File: config.mk
export PLATFORM = sky130hd
export DESIGN_NAME = div_unit
export DESIGN_NICKNAME = d
export VERILOG_FILES = /design/src/rtl/div_pkg.sv /design/src/rtl/div_step.sv /design/src/rtl/div_unit.sv
export SDC_FILE = /design/constraint.sdc
export NUM_CORES = 1
export LEC_CHECK = 0
export ABC_AREA = 1
export CAP_MARGIN = 20
export CORE_UTILIZATION = 45
export DETAILED_ROUTE_END_ITERATION = 10
export PLACE_DENSITY = 0.61
export SYNTH_ARGS = -nofsm -noshare
export SYNTH_HDL_FRONTEND = slang
export SYNTH_HIERARCHICAL = 1
export SYNTH_SLANG_ARGS = --single-unit
export TNS_END_PERCENT = 100
File: constraint.sdc
create_clock -name clk -period 3.9 [get_ports clk]
set_input_delay 0.975 -clock clk [delete_from_list [all_inputs] [get_ports clk]]
set_output_delay 0.975 -clock clk [all_outputs]
set_load 0.005 [all_outputs]
File: src/rtl/div_pkg.sv
// Shared types and constants for the sequential MIPS divider.
// Holds the FSM state enum and the iteration count/width constants.
package div_pkg;

    localparam int DIV_WIDTH  = 32;
    localparam int DIV_CYCLES = DIV_WIDTH;
    localparam int DIV_CNT_W  = $clog2(DIV_WIDTH);

    typedef enum logic [1:0] {
        IDLE,
        BUSY,
        DONE
    } div_state_t;

endpackage

File: src/rtl/div_step.sv
// One restoring-division iteration, purely combinational.
// Ports: rem_i/quo_i/divisor_i in; rem_o/quo_o out (next partial state).
module div_step
    import div_pkg::*;
#(
    parameter int WIDTH = DIV_WIDTH
) (
    input  logic [WIDTH-1:0] rem_i,
    input  logic [WIDTH-1:0] quo_i,
    input  logic [WIDTH-1:0] divisor_i,
    output logic [WIDTH-1:0] rem_o,
    output logic [WIDTH-1:0] quo_o
);

    logic [WIDTH:0] shifted;
    logic [WIDTH:0] trial;
    logic           fits;

    // rem_i < divisor_i always holds, so the shifted partial remainder is
    // below 2*divisor and a WIDTH+1 bit difference carries a valid sign.
    always_comb begin
        shifted = {rem_i, quo_i[WIDTH-1]};
        trial   = shifted - {1'b0, divisor_i};
        fits    = ~trial[WIDTH];
        rem_o   = fits ? trial[WIDTH-1:0] : shifted[WIDTH-1:0];
        quo_o   = {quo_i[WIDTH-2:0], fits};
    end

endmodule

File: src/rtl/div_unit.sv
// Radix-2 restoring divider for DIV/DIVU; LO=QUOTIENT, HI=REMAINDER.
// Ports: clk, resetn, START/SIGNED/CANCEL, DIVIDEND/DIVISOR in;
// READY (idle), VALID (1-cycle result pulse), QUOTIENT/REMAINDER out.
module div_unit
    import div_pkg::*;
#(
    parameter int WIDTH = DIV_WIDTH
) (
    input  logic             clk,
    input  logic             resetn,
    input  logic             START,
    input  logic             SIGNED,
    input  logic             CANCEL,
    input  logic [WIDTH-1:0] DIVIDEND,
    input  logic [WIDTH-1:0] DIVISOR,
    output logic             READY,
    output logic             VALID,
    output logic [WIDTH-1:0] QUOTIENT,
    output logic [WIDTH-1:0] REMAINDER
);

    localparam int CNT_W = (WIDTH > 1) ? $clog2(WIDTH) : 1;
    localparam logic [CNT_W-1:0] LAST_CNT = CNT_W'(WIDTH - 1);

    div_state_t state_q, state_d;

    logic [WIDTH-1:0] rem_q, rem_d;
    logic [WIDTH-1:0] quo_q, quo_d;
    logic [WIDTH-1:0] dvsr_q, dvsr_d;
    logic [CNT_W-1:0] cnt_q, cnt_d;
    logic             neg_quo_q, neg_quo_d;
    logic             neg_rem_q, neg_rem_d;
    logic [WIDTH-1:0] quotient_q, quotient_d;
    logic [WIDTH-1:0] remainder_q, remainder_d;
    logic             valid_q, valid_d;

    logic             a_neg;
    logic             b_neg;
    logic [WIDTH-1:0] step_rem;
    logic [WIDTH-1:0] step_quo;

    assign a_neg = SIGNED & DIVIDEND[WIDTH-1];
    assign b_neg = SIGNED & DIVISOR[WIDTH-1];

    div_step #(
        .WIDTH(WIDTH)
    ) u_step (
        .rem_i    (rem_q),
        .quo_i    (quo_q),
        .divisor_i(dvsr_q),
        .rem_o    (step_rem),
        .quo_o    (step_quo)
    );

    always_comb begin
        state_d     = state_q;
        rem_d       = rem_q;
        quo_d       = quo_q;
        dvsr_d      = dvsr_q;
        cnt_d       = cnt_q;
        neg_quo_d   = neg_quo_q;
        neg_rem_d   = neg_rem_q;
        quotient_d  = quotient_q;
        remainder_d = remainder_q;
        valid_d     = 1'b0;

        unique case (state_q)
            IDLE: begin
                if (START && !CANCEL) begin
                    // quo doubles as the dividend shift register
                    quo_d     = a_neg ? -DIVIDEND : DIVIDEND;
                    dvsr_d    = b_neg ? -DIVISOR : DIVISOR;
                    rem_d     = '0;
                    cnt_d     = '0;
                    neg_quo_d = a_neg ^ b_neg;
                    neg_rem_d = a_neg;
                    if (DIVISOR == '0) begin
                        state_d     = DONE;
                        valid_d     = 1'b1;
                        quotient_d  = '1;
                        remainder_d = DIVIDEND;
                    end else begin
                        state_d = BUSY;
                    end
                end
            end
            BUSY: begin
                rem_d = step_rem;
                quo_d = step_quo;
                cnt_d = cnt_q + CNT_W'(1);
                if (cnt_q == LAST_CNT) begin
                    state_d     = DONE;
                    valid_d     = 1'b1;
                    quotient_d  = neg_quo_q ? -step_quo : step_quo;
                    remainder_d = neg_rem_q ? -step_rem : step_rem;
                end
            end
            DONE: begin
                state_d = IDLE;
            end
            default: begin
                state_d = IDLE;
            end
        endcase

        // A flush wins over everything and leaves the last result intact.
        if (CANCEL) begin
            state_d     = IDLE;
            valid_d     = 1'b0;
            quotient_d  = quotient_q;
            remainder_d = remainder_q;
        end
    end

    always_ff @(posedge clk or negedge resetn) begin
        if (!resetn) begin
            state_q     <= IDLE;
            rem_q       <= '0;
            quo_q       <= '0;
            dvsr_q      <= '0;
            cnt_q       <= '0;
            neg_quo_q   <= 1'b0;
            neg_rem_q   <= 1'b0;
            quotient_q  <= '0;
            remainder_q <= '0;
            valid_q     <= 1'b0;
        end else begin
            state_q     <= state_d;
            rem_q       <= rem_d;
            quo_q       <= quo_d;
            dvsr_q      <= dvsr_d;
            cnt_q       <= cnt_d;
            neg_quo_q   <= neg_quo_d;
            neg_rem_q   <= neg_rem_d;
            quotient_q  <= quotient_d;
            remainder_q <= remainder_d;
            valid_q     <= valid_d;
        end
    end

    assign READY     = (state_q == IDLE);
    assign VALID     = valid_q & ~CANCEL;
    assign QUOTIENT  = quotient_q;
    assign REMAINDER = remainder_q;

endmodule
Word level (Yosys, flattened, before mapping)
Index checks and enable logic that the tools add are counted.
{ "totals": {"register_bits": 170, "latch_bits": 0, "mem_bits_rw": 0, "mem_bits_ro": 0, "input_bits": 69, "output_inout_bits": 66, "n_memories": 0} }
{ "classes": {"addsub": 6, "mul": 0, "div_mod_pow": 0, "order_cmp": 0, "n_eq_ne": 7, "shifts": 0, "mux": 29, "n_bitwise": 6, "n_reduce_logical": 9} }
{ "op_table": {"columns": ["operator", "n"], "rows": [
  ["$mux 32", 13],
  ["$pmux 32 s2", 4],
  ["$neg 32->32", 4],
  ["$sub 33x32->33", 1],
  ["$logic_not 32->1", 1],
  ["$pmux 5 s2", 1],
  ["$mux 2", 4],
  ["$reduce_and 2->1", 3],
  ["$add 5x1->5 const B", 1],
  ["$eq 5x5->1 const B", 1],
  ["$mux 5", 1],
  ["$reduce_and 5->1", 1],
  ["$mux 1", 4],
  ["$ne 2x1->1 const B", 2],
  ["$pmux 2 s2", 1],
  ["$and 1x1->1", 3],
  ["$ne 3x2->1 const B", 1],
  ["$ne 3x3->1 const B", 1],
  ["$eq 2x1->1 const B", 1],
  ["$logic_not 2->1", 1],
  ["$ne 2x2->1 const B", 1],
  ["$not 1->1", 2],
  ["$pmux 1 s2", 1],
  ["$reduce_bool 2->1", 1],
  ["3 further kinds", 3]
]} }

Logic depth before layout (Yosys ltp)
Gate-level depths: netlist (run 1).
{ "logic_depth": {"ltp_word": 6, "mapped_depth": 29, "mapped_depth_nobuf": 28} }

Modules after synthesis
The synthesis (run 1) kept the hierarchy.
{ "modules_own_cells": {"columns": ["module", "n_inst", "cells_each", "area_each_um2", "seq_area_each_um2"], "rows": [
  ["div_unit", 1, 1641, 10806.6, 4254.1],
  ["div_step", 1, 715, 3403.3, 0.0]
]} }

Worst setup path before layout (run 1)
OpenSTA, ideal clock, no wires.
{ "synth_timing": {"kind": "flip-flop to flip-flop", "startpoint": "reg quo_q[31]", "endpoint": "reg quotient_q[26], in the netlist QUOTIENT[26]", "arrival_time_ns": 3.140, "t_required_ns": 3.784, "slack_ns": 0.643, "path_stages_with_launch": 27, "cell_sequence": "dfrtp_1 inv_1 ha_1 fa_1 inv_1 nand2_1 nand2_1 nand3_1 nand2_2 nand2_1 nand2_2 nand2_2 nand3_1 nand2_4 buf_6 buf_4 inv_1 ha_1 nand3_1 nand2_1 nand3b_1 nor2_1 nand3_1 nand2_1 nand3_1 nand2_1 nand2_1"} }
{ "synth_between": {"elab_chain_len": 6} }
{ "synth_rtl": {"columns": ["item", "line_no", "source"], "rows": [
  ["from (decl)", "div_unit.sv:28", "logic [WIDTH-1:0] quo_q, quo_d;"],
  ["from (signal assigned)", "div_unit.sv:130", "quo_q <= quo_d;"],
  ["$sub 33x32->33", "div_step.sv:23", "trial = shifted - {1'b0, divisor_i};"],
  ["$not 1->1", "div_step.sv:24", "fits = ~trial[WIDTH];"],
  ["named net u_step.fits", "div_step.sv:17", "logic fits;"],
  ["$neg 32->32", "div_unit.sv:94", "quotient_d = neg_quo_q ? -step_quo : step_quo;"],
  ["$mux 32", "div_unit.sv:94", null],
  ["$mux 32", "div_unit.sv:91", "if (cnt_q == LAST_CNT) begin"],
  ["$pmux 32 s2", "div_unit.sv:67", "unique case (state_q)"],
  ["to (signal assigned)", "div_unit.sv:135", "quotient_q <= quotient_d;"],
  ["to (decl)", "div_unit.sv:33", "logic [WIDTH-1:0] quotient_q, quotient_d;"]
]} }
The timed path passes the listed nets, and every way through them passes these cells. The select of a mux whose other input is x is not followed.
A chain may end at the register's enable or synchronous reset.

Worst setup path in the final report (run 1)
{ "layout_timing": {"startpoint": "reg quo_q[31]", "endpoint": "reg remainder_q[13], in the netlist REMAINDER[13]"} }
{ "layout_between": {"elab_chain_len": 6} }
{ "layout_rtl": {"columns": ["item", "line_no", "source"], "rows": [
  ["$sub 33x32->33", "div_step.sv:23", null],
  ["$mux 32", "div_step.sv:25", "rem_o = fits ? trial[WIDTH-1:0] : shifted[WIDTH-1:0];"],
  ["named net step_rem[3]", "div_unit.sv:39", "logic [WIDTH-1:0] step_rem;"],
  ["$neg 32->32", "div_unit.sv:95", "remainder_d = neg_rem_q ? -step_rem : step_rem;"],
  ["$mux 32", "div_unit.sv:95", null],
  ["$mux 32", "div_unit.sv:91", null],
  ["$pmux 32 s2", "div_unit.sv:67", null],
  ["to (signal assigned)", "div_unit.sv:136", "remainder_q <= remainder_d;"],
  ["to (decl)", "div_unit.sv:34", "logic [WIDTH-1:0] remainder_q, remainder_d;"]
]} }
The timed path passes the listed nets, and every way through them passes these cells. The select of a mux whose other input is x is not followed.

==> metrics.md, run 1 <==
| Metric | Value |
|---|---|
| Status | finished with violations |
| Failing checks | design-rule violations |
| Post-CTS Hold Fix Bufs | 0 |
| Final cell count without fillers | between 2,000 and 3,000 |
| Antenna cells | 0 |
| Most frequent cells in the layout | nand2_1 (889), inv_1 (298), nor2_1 (227), nand3_1 (194), dfrtp_1 (170) |
| Maximum VDD drop | 0.000440 V |
| Data required, critical path | 4.29 ns |
| Max-cap check violation count | 0 |
| Mux share of post-synthesis cell area | 0% |
| Detailed-route via count | 15,300 |
| Syn nets | 2,464 |
| Synth unique cells | 44 |
| Largest net degree at the start of global routing | 80 |
| Fillers | 3,235 |
| Horiz. Die Dim | 180 µm |
| CP peak stage delay | 0.41 ns |
| CP top delay family | simple AND/OR/NAND/NOR gates |
| Core ar. | between 0.03 and 0.04 mm² |
| TritonCTS Buffers | 17 |
| H-tree depth | 4 |
| Share of cells above drive strength 1 | 4.58% |
| Leading cell type in the layout, fill and taps excluded | nand2_1 |
| Lkg Pwr | 8.55 nW |
| Global-route wire length before repair | 79.8 mm |
| Fraction of registers with async set/reset | 100% |
| Worst path buffer plus inverter count | 3 |
| Busiest grt layer | met2 |
| Slowest stage cell on the critical path | o21ai_0 |
| Area delta synth->final | 14.8% |
| 1st-pass router iterations | 9 |
| Overall Global Routing Usage | 32.0% |
| Final hold slack | ~0.47 ns |
| Post-synth EDFFs | 0 |
| M1 GR Usage | 46.3% |
| Final setup fails | 0 |
| Via/cell ratio | roughly 5.4 |
| Final Util | 52.9% |
| Hold wc startpoint | QUOTIENT[15] |
| CP Launch Point | quo_q[31] |
| Setup WS pre-CTS | between 0.15 and 0.2 ns |
| Post-synthesis compound-gate area fraction | 10.5% |
| Root buf cell | clkbuf_16 |
| Synth top area cells | dfrtp_1 (30%), nand2_1 (24%), inv_1 (7.9%) |
| NumNets Final | 2,541 |
| Simple-gate share of the synthesized area | 41.4% |
| Worst setup EP type | register |
| Clk sinks | 170 |
| CP startpoint kind | register |
| Post-detail-place hpwl | 39.9 mm |
| Clk slew on worst S/H paths | roughly 0.07 ns |
| R2R Path Start | quo_q[31] |
| Clk_lat worst skew | between 0.4 and 0.5 ns |
| Row Count | 64 |
| Die Y | 180 µm |
| Post-synthesis adder-cell area fraction | 3.49% |
| TNS Setup | 0 ns |
| Vias in the first global route | 14,000 |
| Largest family of logic cells by synthesized area | simple AND/OR/NAND/NOR gates |
| CTS tree | built |
| Synth Warn # | 6 |
| Final Hold Viols | 0 |
| Synthesized area | approximately 0.014 mm² |
| Sequential area share after synthesis | 29.9% |
| Synth Area in XOR/XNOR | 1.91% |
| RSZ-0062 raised after global routing | no |
| ANT nets after route | 0 |
| Maximum clock path buffer count | 2 |
| Kind of critical path | reg2reg |
| # port buffers | 134 |
| Max-slew violations | 0 |
| Slew headroom | 33.5% |
| Final WS setup | 0.217 ns |
| Ports | 135 |
| Synth Instances | 2,356 |
| Mean Syn Cell Area | 6.03 µm² |
| GR Layer Usage met3 | 4.72% |
| Worst-margin pin slew | 0.997 ns |
| Final critical-path share of the clock period | 94.4% |
| Worst path cell trace | inv_1, ha_1, fa_1, inv_1, nand2_1, nand2_1, nand3_1, nand2_2, nand2_1, nand2_2, nand2_2, nand2_2, nand2_2, nand2_4, nand2_1, nand2_1, inv_1, nand3_1, nor2_4, nand3_1, nand2_1, o21ai_0, nand2_1, nand2_1 |
| DRC | 4 |
| Final min period | approximately 3.7 ns |
| Initial Utilization | 46.1% |
| FMAX | 271 MHz |
| Initial drt markers | ~1,700 |
| #FFs+latches synth | 170 |
| Met2 usage | 49.2% |
| Most Frequent Cell on Critical Path | nand2_1 |
| Clock skew | 0.0139 ns |
| DRT Wirelength | ~51 mm |
| RD Place Congestion | a little under 1 |
| Cell Pwr Density | ~860 mW/mm² |
| DR WL/cell | 18.0 µm |
| Synth area leader | dfrtp_1 |
| Initial antenna violation count | 2 |
| Top-area cell type share of the netlist area | between 20% and 30% |
| Total gr overflow | 0 |
| Main flop type after synthesis | dfrtp_1 |
| Crit path max fanout | 13 |
| Placed insts | 2,807 |
| Hold Crit Class | reg2reg |
| Die area | 0.0323 mm² |
| Worst path arrival time | just over 4 ns |
layer usage:
layer	wire (µm)	part of all wire (%)
met1	23700	46
met2	22300	44
met3	3750	7.3
met4	1330	2.6
met5	0	0
Yosys cell counts, drive strengths merged (2+ instances only):
library cell,instances
o21a,3
nor2,240
a21oi,61
clkbuf,26
a22o,2
o31ai,5
a31oi,9
nand2,902
o21ai,163
nand4,41
nand3,197
buf,78
and2,5
inv,313
nor3,17
xor2,30
o211ai,6
o21bai,15
ha,38
nand3b,10
o22ai,5
or2,12
dfrtp,170
worst reg2reg max path, stage by stage (launching register included):
cell	delay (ns)
dfrtp_1	0.38
inv_1	0.05
ha_1	0.21
fa_1	0.41
inv_1	0.11
nand2_1	0.06
nand2_1	0.07
nand3_1	0.09
nand2_2	0.14
nand2_1	0.08
nand2_2	0.08
nand2_2	0.09
nand2_2	0.10
nand2_2	0.08
nand2_4	0.17
nand2_1	0.08
nand2_1	0.15
inv_1	0.11
nand3_1	0.22
nor2_4	0.08
nand3_1	0.10
nand2_1	0.15
o21ai_0	0.41
nand2_1	0.12
nand2_1	0.08
area by class of cell:
cell class | instances | area (µm²) | area share [%]
Clock inverter | 13 | 156 | 0.959
Sequential cell | 170 | 4250 | 26.1
Multi-Input combinational cell | 1771 | 8210 | 50.3
Timing Repair Buffer | 160 | 1580 | 9.66
Tap cell | 396 | 495 | 3.04
Clock buffer | 19 | 443 | 2.72
Inverter | 313 | 1170 | 7.20
power breakdown:
part | total, mW | leakage, nW | switching (mW) | internal, mW
sequential | 3.28 | 2.10 | 0.757 | 2.52
combinational | 8.94 | 6.16 | 5.95 | 2.99
clock | 1.79 | 0.287 | 0.816 | 0.979
cells by family after synthesis:
logic type / after synthesis
simple gates: 1426
buf+inv: 417
compound gates: 273
flops: 170
fa+ha+maj: 39
xor+xnor: 31
state kept, by name, indices dropped and copies added (netlist names):
name,cells
cnt_q,5
valid_q,1
state_q,2
dvsr_q,32
rem_q,32
neg_quo_q,1
REMAINDER,32
quo_q,32
QUOTIENT,32
neg_rem_q,1
final timing paths:
path,to,slack (ns),cells after the start
worst max-delay path,REMAINDER[13],0.22,24
worst min-delay path,QUOTIENT[15],0.47,2
worst max register to register,REMAINDER[13],0.22,24
worst min register to register,QUOTIENT[15],0.47,2
max in group asynchronous,REMAINDER[5],2.32,2
min in group asynchronous,rem_q[23],0.56,1
stage by stage:
stage               cell area [µm²]  power, mW
finish                        16300       14.0
global route                  16300       15.2
CTS                           16200       13.7
detailed placement            15600       11.9
global placement              15600       11.8
floorplan                     14200       8.96
timing repair:
item / CTS / global route
resized for setup: 0 / 15
setup endpoints to repair: 0 / 27
buffers inserted: 0 / 1
No activity file was read; power rests on OpenSTA's default activity.
==> run 2, diff against run 1 <==
Settings changed: CORE_MARGIN set to 3, SKIP_CTS_REPAIR_TIMING set to 1.
==> metrics.md, run 2 (synthesis results as in run 1) <==
| Metric | Value |
|---|---|
| CP peak stage delay | 0.38 ns (was 0.41 ns) |
| Die Y | 184 µm (was 180 µm) |
| Final critical-path share of the clock period | 93.0% (was 94.4%) |
| Vias in the first global route | 14,000 (about the same) |
| CTS tree | built (unchanged) |
| Final Util | 52.7% (was 52.9%) |
| Horiz. Die Dim | 184 µm (was 180 µm) |
| Worst-margin pin slew | 0.985 ns (was 0.997 ns) |
| CP top delay family | simple AND/OR/NAND/NOR gates (unchanged) |
| Row Count | 64 (unchanged) |
| Largest net degree at the start of global routing | 75 (was 80) |
| Final hold slack | 0.471 ns (was 0.470 ns) |
| Final Hold Viols | 0 (unchanged) |
| Maximum VDD drop | 0.000514 V (was 0.000440 V) |
| Share of cells above drive strength 1 | 4.55% (was 4.58%) |
| Lkg Pwr | 8.52 nW (was 8.55 nW) |
| Max-slew violations | 0 (unchanged) |
| Core ar. | 0.0308 mm² (unchanged) |
| TritonCTS Buffers | 17 (unchanged) |
| Hold Crit Class | reg2reg (unchanged) |
| Global-route wire length before repair | 78.3 mm (was 79.8 mm) |
| Crit path max fanout | 11 (was 13) |
| Clock skew | 0.0177 ns (was 0.0139 ns) |
| DRT Wirelength | 50.4 mm (was 51.1 mm) |
| Status | finished, final reports clean (was finished with violations) |
| Final cell count without fillers | 2,835 (was 2,842) |
| 1st-pass router iterations | 6 (was 9) |
| Clk sinks | 170 (unchanged) |
| Ports | 135 (unchanged) |
| H-tree depth | 4 (unchanged) |
| Die area | 0.0337 mm² (was 0.0323 mm²) |
| Worst path cell trace | inv_1, ha_1, nand2_1, nand2_1, nand2_1, nand2_1, nand2_1, nand2_1, a21oi_2, nand2_2, nand2_2, nand2_4, inv_1, ha_1, nand3_1, nand2_1, nand3_1, nor2_4, o21ai_0, o21ai_1, nand2_1 (was inv_1, ha_1, fa_1, inv_1, nand2_1, nand2_1, nand3_1, nand2_2, nand2_1, nand2_2, nand2_2, nand2_2, nand2_2, nand2_4, nand2_1, nand2_1, inv_1, nand3_1, nor2_4, nand3_1, nand2_1, o21ai_0, nand2_1, nand2_1) |
| CP startpoint kind | register (unchanged) |
| TNS Setup | 0 ns (unchanged) |
| FMAX | 276 MHz (was 271 MHz) |
| RSZ-0062 raised after global routing | no (unchanged) |
| Maximum clock path buffer count | 2 (unchanged) |
| R2R Path Start | dvsr_q[25] (was quo_q[31]) |
| Antenna cells | 0 (unchanged) |
| Max-cap check violation count | 0 (unchanged) |
| Clk_lat worst skew | 0.46 ns (about the same) |
| Post-detail-place hpwl | 39.4 mm (was 39.9 mm) |
| RD Place Congestion | 0.976 (was 0.987) |
| Clk slew on worst S/H paths | 0.07 ns (about the same) |
| Root buf cell | clkbuf_16 (unchanged) |
| Placed insts | 2,802 (was 2,807) |
| Kind of critical path | reg2reg (unchanged) |
| NumNets Final | 2,534 (was 2,541) |
| Worst path arrival time | 3.96 ns (was 4.07 ns) |
| Total gr overflow | 0 (unchanged) |
| Overall Global Routing Usage | 29.9% (was 32.0%) |
| Most Frequent Cell on Critical Path | nand2_1 (unchanged) |
| ANT nets after route | 0 (unchanged) |
| Worst setup EP type | register (unchanged) |
| Final min period | 3.63 ns (was 3.68 ns) |
| # port buffers | 134 (unchanged) |
| Hold wc startpoint | QUOTIENT[12] (was QUOTIENT[15]) |
| Data required, critical path | 4.23 ns (was 4.29 ns) |
| Initial antenna violation count | 3 (was 2) |
| Initial Utilization | 46.1% (unchanged) |
| Most frequent cells in the layout | nand2_1 (887), inv_1 (297), nor2_1 (225), nand3_1 (193), dfrtp_1 (170) (was nand2_1 (889), inv_1 (298), nor2_1 (227), nand3_1 (194), dfrtp_1 (170)) |
| Slowest stage cell on the critical path | dfrtp_1 (was o21ai_0) |
| CP Launch Point | dvsr_q[25] (was quo_q[31]) |
| DR WL/cell | 17.8 µm (was 18.0 µm) |
| Slew headroom | 34.3% (was 33.5%) |
| Initial drt markers | 1,505 (was 1,737) |
| Leading cell type in the layout, fill and taps excluded | nand2_1 (unchanged) |
| DRC | 0 (was 4) |
| Via/cell ratio | 5.33 (was 5.38) |
| Area delta synth->final | 14.4% (was 14.8%) |
| Final setup fails | 0 (unchanged) |
| Cell Pwr Density | 849 mW/mm² (was 859 mW/mm²) |
| Detailed-route via count | 15,100 (was 15,300) |
| Worst path buffer plus inverter count | 2 (was 3) |
run 2: worst paths after layout:
kind                                 to  slack (ns)  cells after the start
max                        QUOTIENT[16]        0.27                     21
min                        QUOTIENT[12]        0.47                      2
max reg2reg                QUOTIENT[16]        0.27                     21
min reg2reg                QUOTIENT[12]        0.47                      2
max in group asynchronous  QUOTIENT[24]        2.52                      2
min in group asynchronous    dvsr_q[22]        0.56                      1
run 2: power by group:
part,internal [mW],switching [mW]
combinational,2.95,5.90
sequential,2.52,0.746
clock,0.859,0.833
total,6.33,7.47
run 2: cell type report:
type / count / area [µm²]
sequential: 170 / 4250
tap: 396 / 495
clock buffer: 18 / 439
multi-input combinational: 1770 / 8230
fill: 3210 / 14600
timing repair buffer: 154 / 1540
clock inverter: 14 / 123
inverter: 313 / 1170
run 2: per-stage QoR:
stage                     total power [mW]  worst slack (ns)  area (µm²)
after floorplan                       8.96             0.643       14200
after global placement                11.7             0.289       15600
after detailed placement              11.8             0.199       15600
after CTS                             13.5             0.182       16200
after global routing                  15.1            0.0250       16300
final                                 13.8             0.272       16300
run 2: tightest hold or removal path: cells and delay by family (launching register included):
family / cells / cell delay [ns]
flip-flops: 1 / 0.34
AND/OR/NAND/NOR: 2 / 0.10
run 2: metal layers:
layer | track usage, % | routed length (µm) | up-vias
li1 | - | - | 7529
met1 | 43.9 | 23900 | 6953
met2 | 46.0 | 22000 | 545
met3 | 4.04 | 3170 | 80
met4 | 8.77 | 1290 | 2
met5 | 0 | 19 | -
